--- src/rtl/delay_arb_pkg.sv ---
// Shared definitions for the delay-stage arbiter.
//   arb_state_t        : arbitration FSM states (IDLE, OWN0, OWN1)
//   BURST_LEN_DEFAULT  : default maximum beats per grant
package delay_arb_pkg;

  localparam int BURST_LEN_DEFAULT = 4;

  typedef enum logic [1:0] {
    IDLE = 2'd0,
    OWN0 = 2'd1,
    OWN1 = 2'd2
  } arb_state_t;

endpackage

--- src/rtl/delay_stage_en.sv ---
// Output register with load enable: captures beat data and its source index.
//   clk    : clock
//   n_rst  : asynchronous active-low clear
//   en     : load enable
//   d_data : DATA_W beat data to capture
//   d_src  : source index to capture
//   q_data : registered data
//   q_src  : registered source index
module delay_stage_en #(
  parameter int DATA_W = 32
) (
  input  logic              clk,
  input  logic              n_rst,
  input  logic              en,
  input  logic [DATA_W-1:0] d_data,
  input  logic              d_src,
  output logic [DATA_W-1:0] q_data,
  output logic              q_src
);

  always_ff @(posedge clk or negedge n_rst) begin
    if (!n_rst) begin
      q_data <= '0;
      q_src  <= 1'b0;
    end else if (en) begin
      q_data <= d_data;
      q_src  <= d_src;
    end
  end

endmodule

--- src/rtl/delay_stage_arbiter.sv ---
// Two-requester burst arbiter feeding a single registered output stage.
//   clk       : clock
//   n_rst     : asynchronous active-low reset
//   req_valid : per-requester beat valid
//   req_data  : per-requester beat data (slice i = requester i)
//   req_ready : per-requester accept
//   out_valid : output stage holds a valid beat
//   out_data  : registered beat data
//   out_src   : requester that supplied out_data
//   out_ready : downstream accept
// A requester keeps ownership for up to BURST_LEN beats or until it drops
// valid. After a full burst the arbiter idles one cycle before re-granting.
module delay_stage_arbiter
  import delay_arb_pkg::*;
#(
  parameter int DATA_W    = 32,
  parameter int BURST_LEN = BURST_LEN_DEFAULT
) (
  input  logic                clk,
  input  logic                n_rst,
  input  logic [1:0]          req_valid,
  input  logic [2*DATA_W-1:0] req_data,
  output logic [1:0]          req_ready,
  output logic                out_valid,
  output logic [DATA_W-1:0]   out_data,
  output logic                out_src,
  input  logic                out_ready
);

  localparam logic [3:0] LAST_CNT = 4'(BURST_LEN - 1);

  arb_state_t  state_reg;
  logic [3:0]  beat_cnt_reg;
  logic        last_src_reg;
  logic        bubble_reg;     // one idle cycle after a completed burst
  logic        out_valid_reg;

  logic              load;
  logic              idle_sel;
  logic [1:0]        grant;
  logic [1:0]        xfer;
  logic              xfer_any;
  logic              xfer_src;
  logic              owner;
  logic [DATA_W-1:0] req_data_arr [2];

  generate
    for (genvar gi = 0; gi < 2; gi++) begin : g_split
      assign req_data_arr[gi] = req_data[gi*DATA_W +: DATA_W];
    end
  endgenerate

  assign load = !out_valid_reg || out_ready;

  // Sole requester wins; on contention the one not served last wins.
  assign idle_sel = (&req_valid) ? ~last_src_reg : req_valid[1];

  always_comb begin
    grant = 2'b00;
    case (state_reg)
      IDLE:    if (!bubble_reg) grant[idle_sel] = 1'b1;
      OWN0:    grant[0] = 1'b1;
      OWN1:    grant[1] = 1'b1;
      default: grant = 2'b00;
    endcase
  end

  // Ready depends only on state, valid, out_valid and out_ready; the reset
  // term keeps both ready bits low for the whole time reset is held.
  assign req_ready = n_rst ? (grant & {2{load}}) : 2'b00;
  assign xfer      = req_ready & req_valid;
  assign xfer_any  = |xfer;
  assign xfer_src  = xfer[1];
  assign owner     = (state_reg == OWN1);

  delay_stage_en #(.DATA_W(DATA_W)) u_stage (
    .clk    (clk),
    .n_rst  (n_rst),
    .en     (xfer_any),
    .d_data (req_data_arr[xfer_src]),
    .d_src  (xfer_src),
    .q_data (out_data),
    .q_src  (out_src)
  );

  always_ff @(posedge clk or negedge n_rst) begin
    if (!n_rst) begin
      out_valid_reg <= 1'b0;
    end else if (load) begin
      out_valid_reg <= xfer_any;
    end
  end

  assign out_valid = out_valid_reg;

  always_ff @(posedge clk or negedge n_rst) begin
    if (!n_rst) begin
      state_reg    <= IDLE;
      beat_cnt_reg <= 4'd0;
      last_src_reg <= 1'b1;
      bubble_reg   <= 1'b0;
    end else begin
      case (state_reg)
        IDLE: begin
          bubble_reg <= 1'b0;
          if (xfer_any) begin
            last_src_reg <= xfer_src;
            if (BURST_LEN == 1) begin
              bubble_reg <= 1'b1;
            end else begin
              state_reg    <= xfer_src ? OWN1 : OWN0;
              beat_cnt_reg <= 4'd1;
            end
          end
        end
        OWN0, OWN1: begin
          if (xfer_any) begin
            if (beat_cnt_reg == LAST_CNT) begin
              state_reg    <= IDLE;
              beat_cnt_reg <= 4'd0;
              bubble_reg   <= 1'b1;
            end else begin
              beat_cnt_reg <= beat_cnt_reg + 4'd1;
            end
          end else if (!req_valid[owner]) begin
            // Owner went quiet: release the burst early.
            state_reg    <= IDLE;
            beat_cnt_reg <= 4'd0;
          end
        end
        default: begin
          state_reg    <= IDLE;
          beat_cnt_reg <= 4'd0;
        end
      endcase
    end
  end

endmodule

--- config.mk ---
export PLATFORM = sky130hd
export DESIGN_NAME = delay_stage_arbiter
export DESIGN_NICKNAME = d
export VERILOG_FILES = /design/src/rtl/delay_arb_pkg.sv /design/src/rtl/delay_stage_en.sv /design/src/rtl/delay_stage_arbiter.sv
export SDC_FILE = /design/constraint.sdc
export NUM_CORES = 1
export LEC_CHECK = 0
export BUFFER_PORTS_ARGS = -buffer_cell sky130_fd_sc_hd__buf_2
export CORE_UTILIZATION = 50
export CTS_CLUSTER_SIZE = 24
export DETAILED_ROUTE_END_ITERATION = 8
export PLACE_DENSITY_LB_ADDON = 0.3
export SYNTH_ARGS = -nofsm -noshare
export SYNTH_HDL_FRONTEND = slang
export SYNTH_SLANG_ARGS = --single-unit
export TNS_END_PERCENT = 50
--- constraint.sdc ---
create_clock -name clk -period 2.8 [get_ports clk]
set_input_delay 0.14 -clock clk [delete_from_list [all_inputs] [get_ports clk]]
set_output_delay 0.14 -clock clk [all_outputs]
set_load 0.005 [all_outputs]
[Yosys cells after proc, flatten, opt, wreduce, memory -nomap -nowiden]
Index checks and enable logic that the tools add are counted.
Storage, ports and cells
  bits of input ports: 69
  output and inout bits: 36
  bits in registers: 42
Operators by class
  $lt $le $gt $ge: 4
  bitwise operators: 4
  mux-type cells: 26
  equality and inequality tests: 8
  add/subtract/negate cells: 1
  reductions and logical operators: 12
Operators by type and width (number)
  32-bit 2-to-1 mux: 3
  4-bit 2-to-1 mux: 4
  2-bit 2-to-1 mux: 7
  4-bit one-hot mux with 2 select lines: 1
  1-bit 2-to-1 mux: 6
  1-bit one-hot mux with 2 select lines: 3
  2-bit AND reduction: 3
  3-bit AND reduction: 2
  4-bit by 1-bit adder with 4-bit output, second input constant: 1
  2-bit bitwise AND: 2
  4-bit by 2-bit == test with 1-bit output, second input constant: 1
  1-bit by 2-bit less-than comparator with 1-bit output, second input constant: 2
  2-bit by 1-bit != test with 1-bit output, second input constant: 2
  2-bit one-hot mux with 2 select lines: 1
  2-bit OR reduction: 2
  3-bit by 2-bit != test with 1-bit output, second input constant: 1
  3-bit != test, second input constant: 1
  2-bit by 1-bit == test with 1-bit output, second input constant: 1
  2-bit == test, second input constant: 1
  2-bit greater-or-equal comparator, second input constant: 1
  2-bit logical NOT: 1
  2-bit != test, second input constant: 1
  1-bit inverter with 2-bit output: 1
  2-bit nonzero test: 1
  6 further kinds: 6

[Logic depth before layout (Yosys ltp)]
  depth in word-level cells: 15
  mapped depth: 10
  gate-level depth less buffers: 7

[Hierarchy]
A second synthesis with hierarchy kept.
Unflattened totals
  cell total of the unflattened synthesis: 167
  area, all modules: 2379.8 µm²
By module, submodules not included
  delay_stage_en: area an instance 1381.3 µm², instances 1, cells an instance 70
  delay_stage_arbiter: area an instance 998.5 µm², instances 1, cells an instance 97

[Worst setup path after synthesis]
No wires, ideal clock.
  path kind: register to register
  from: register state_reg[0]
  to: register u_stage.q_data[25]
  arrival time: 1.708 ns
  cell stages (with the launch flop): 10
  path buffers: 2
  library setup time: 0.129 ns
  path slack: 0.963 ns
  period minus slack after synthesis: 1.837 ns
  cells stage by stage: dfrtp_1 -> inv_1 -> ha_1 -> and2b_4 -> a21oi_2 -> nor3b_2 -> buf_6 -> buf_8 -> mux2i_1 -> o21ai_2
On the way
  cells in the longest elaborated chain, start to end: 9
  elaborated cells on any way between the ends: 13
  those cells by class: 2 x eq/ne; 6 x mux; 3 x bitwise; 2 x reduce/logical
Ends and longest elaborated chain
  start, declared: line delay_stage_arbiter.sv:32  | arb_state_t state_reg;
  start signal, assigned: line delay_stage_arbiter.sv:111  | state_reg <= xfer_src ? OWN1 : OWN0;
  2-bit == test or 2-bit logical NOT (tied branches): line delay_stage_arbiter.sv:60  | case (state_reg)
  1-bit one-hot mux with 2 select lines: line delay_stage_arbiter.sv:60
  2-bit bitwise AND (*): line delay_stage_arbiter.sv:70  | assign req_ready = n_rst ? (grant & {2{load}}) : 2'b00;
  2-bit 2-to-1 mux (*): line delay_stage_arbiter.sv:70
  2-bit bitwise AND (*): line delay_stage_arbiter.sv:71  | assign xfer = req_ready & req_valid;
  1-bit inverter with 2-bit output (implied by the code): line delay_stage_arbiter.sv:80  | .d_data (req_data_arr[xfer_src]),
  32-bit 2-to-1 mux (implied by the code) (3 in series): line delay_stage_arbiter.sv:80
  end signal, assigned: line delay_stage_en.sv:26  | q_data <= d_data;
  end, declared: line delay_stage_en.sv:17  | output logic [DATA_W-1:0] q_data,
Mark *: on every way between the ends. The rest lies on a longest branch, timed or not. The select of a mux whose other input is x is not followed.
A chain may end at the register's enable or synchronous reset.

[Worst setup path in the final report]
  from: register state_reg[0]
  to: register u_stage.q_data[22]
The elaborated chain is that of the path after synthesis.

==> out/metrics.yaml <==
outcome: "completed"
cts_resized: 0
post_synth_mux_area_share: 0.155
viasPerCell: 4.98
clock-sinks: 42
fin_crit_sh: 0.748
synth_top_family_by_area: "compound AO/OA/AOI/OAI gates"
grt_overflow: 0
ys_types: 34
yosys_warnings: 0
hold_violations: 0
path_clk_slew_ns: 0.08
diodes: 0
drv_cap: 0
r2r_end: "u_stage.q_data[22]"
clk_path_buf_depth: 2
fin_tns_setup_ns: 0
seq_power_share: 0.402
synthSimpleGateAreaFrac: 0.113
wl_per_cell_um: 12.6
ff2ff_setup_slack_ns: 0.70
synth-edff-count: 0
rr_startpoint: "state_reg[0]"
power_density_nw_per_um2: 891
path_class: "register to register"
syn_inst: 207
grt_usage: 0.196
layoutNonFillerInstCount: 362
ant_nets: 0
largest_reg_flops: 32
synth_nets: 281
first_iter_violations: 65
port_buffers: 104
hold_path.class: "input pin to register"
holdPathStages: 3
grt_antenna_before_repair: 0
worstMarginPinSlew_ns: 0.516
p_sw_mw: 0.924
num_vias: 1804
drc: 0
irDropWorstVdd_mv: 0.469
cts-buffers-inserted: 5
final_nets: 385
io_pins: 105
start_kind: "register"
insertion_delay_ns: 0.29
ys_ff_latch: 42
worst-r2r-cell-count: 7
fin_crit_ns: 2.10
hold_start: "out_ready"
wl_mm: 4.58
num_rows: 23
async_flop_share: 1.00
synth-compound-area-share: 0.159
cp_max_fo: 23
synth_fa_ha_area_frac: 0.0286
fmax_mhz: 477
required_ns: 2.96
cp.arrival_ns: 2.26
area_delta_synth_final_pct: 28.4
maxSlewHeadroom: 0.656
internal_power_mw: 1.58
design.die.area_um2: 4650
grt_pass1_wl_mm: 6.63
gp_congestion: 0.827
grt_pass1_vias: 1554
dp_cells: 353
dieHeight_um: 68.2
setup_viol_count_final: 0
dp_hpwl_mm: 3.46
slew_viol_final: 0
share_comb_of_total_power: 0.437
min_to: "out_valid"
clock_power_share: 0.160
avgSynthCellArea_um2: 10.6
htreeDepth: 2
cts_tree: "yes"
syn_area_um2: 2190
clockRootBuffer: "clkbuf_8"
endpoint_kind: "register"
initial_core_util: 0.532
die_width_um: 68.2
core_um2: 4120
synth_xor_area_frac: 0.00400
power.share.switching: 0.369
dr.pass1.iters: 4
rsz0062_at_grt: "no"
clock_skew_ns: 0.00630
synthFlopType: "dfrtp_1"
p_leak_nw: 1.43
ys_seq_area_frac: 0.480
grt_max_degree: 43
layout-drive-gt1-share: 0.429
-- power groups by stage --
stage	logic [mW]	registers (mW)	clock network (mW)
final	1.10	1.01	0.402
after global routing	1.24	1.04	0.445
after CTS	1.11	1.01	0.412
after detailed placement	1.11	1.02	0
after global placement	1.08	1.01	0
after floorplan	0.697	1.04	0
-- synth_stat cells, drive strengths merged (2+ instances only) --
library cell   n  area, µm²
nor2           3       11.3
o21ai         35        213
a32o           3       30.0
a31oi          2       12.5
nand2         43        161
a21oi          4       23.8
nor3           4       25.0
inv            5       18.8
clkbuf         3       11.3
ha             5       62.6
mux2i         34        340
dfrtp         41       1030
buf            9        103
a22o           2       18.8
nand2b         2       12.5
-- layer usage --
metal / wire (µm) / GRT usage / up-vias
met1: 1960 / 0.227 / 800
met3: 315 / 0.0650 / 2
met5: 0 / 0 / -
li1: - / - / 933
met2: 2280 / 0.344 / 69
met4: 17 / 0.0547 / 0
-- logic make-up after synthesis --
group,Yosys count
buf+inv,17
compound gates,52
fa+ha+maj,5
flops,42
simple gates,56
xor+xnor,1
mux,34
-- cell usage in the layout, fill, tap and decap left out, types with 2 or more instances in the layout --
cell,count
clkbuf_8,6
nand2b_1,2
o21ai_2,10
ha_1,5
o21ai_0,7
o21ai_1,18
nor3_1,3
nand2_1,43
a32o_1,3
buf_4,3
buf_2,104
a21oi_1,3
dfrtp_1,41
nor2_1,3
inv_1,5
mux2i_1,34
a31oi_1,2
-- metrics by stage --
| step | util | instance area (µm²) | power [mW] | hold slack, ns | setup WS [ns] |
|---|---|---|---|---|---|
| after CTS | 0.684 | 2810 | 2.54 | 0.106 | 0.681 |
| final | 0.684 | 2810 | 2.51 | 0.114 | 0.704 |
| after global routing | 0.684 | 2810 | 2.73 | 0.107 | 0.523 |
| after floorplan | - | 2190 | 1.74 | -0.156 | 0.963 |
| after detailed placement | 0.658 | 2710 | 2.13 | 0.267 | 0.689 |
| after global placement | 0.658 | 2710 | 2.09 | 0.268 | 0.774 |
-- layout make-up --
cell class                      instances  area (µm²)
Clock buffer                            6        82.6
Clock inverter                          2        12.5
Fill cell                             350        1300
Inverter                                5        18.8
Multi-Input combinational cell        148        1010
Sequential cell                        42        1050
Tap cell                               50        62.6
Timing Repair Buffer                  109         573
-- worst max path at each step --
stage / cells after the start / slack [ns] / to / startpoint
after global routing: 8 / 0.52 / u_stage.q_data[8] / state_reg[0]
after floorplan: 9 / 0.96 / u_stage.q_data[25] / state_reg[0]
final: 7 / 0.70 / u_stage.q_data[22] / state_reg[0]
after detailed placement: 7 / 0.69 / u_stage.q_data[22] / state_reg[0]
after CTS: 7 / 0.68 / state_reg[0] / state_reg[0]
after global placement: 7 / 0.77 / u_stage.q_data[22] / state_reg[0]
-- critical path: stages, from the launching register on --
cell     delay, ns
dfrtp_1       0.40
inv_1         0.10
ha_1          0.26
and2b_4       0.21
o21ai_2       0.06
a31o_2        0.45
buf_4         0.35
o21ai_0       0.14
-- timing repair --
action                                 CTS  global route
endpoints found under the hold margin   41             0
hold buffers                             1             0
buffers inserted                         0             0
No activity file was read; power rests on OpenSTA's default activity.
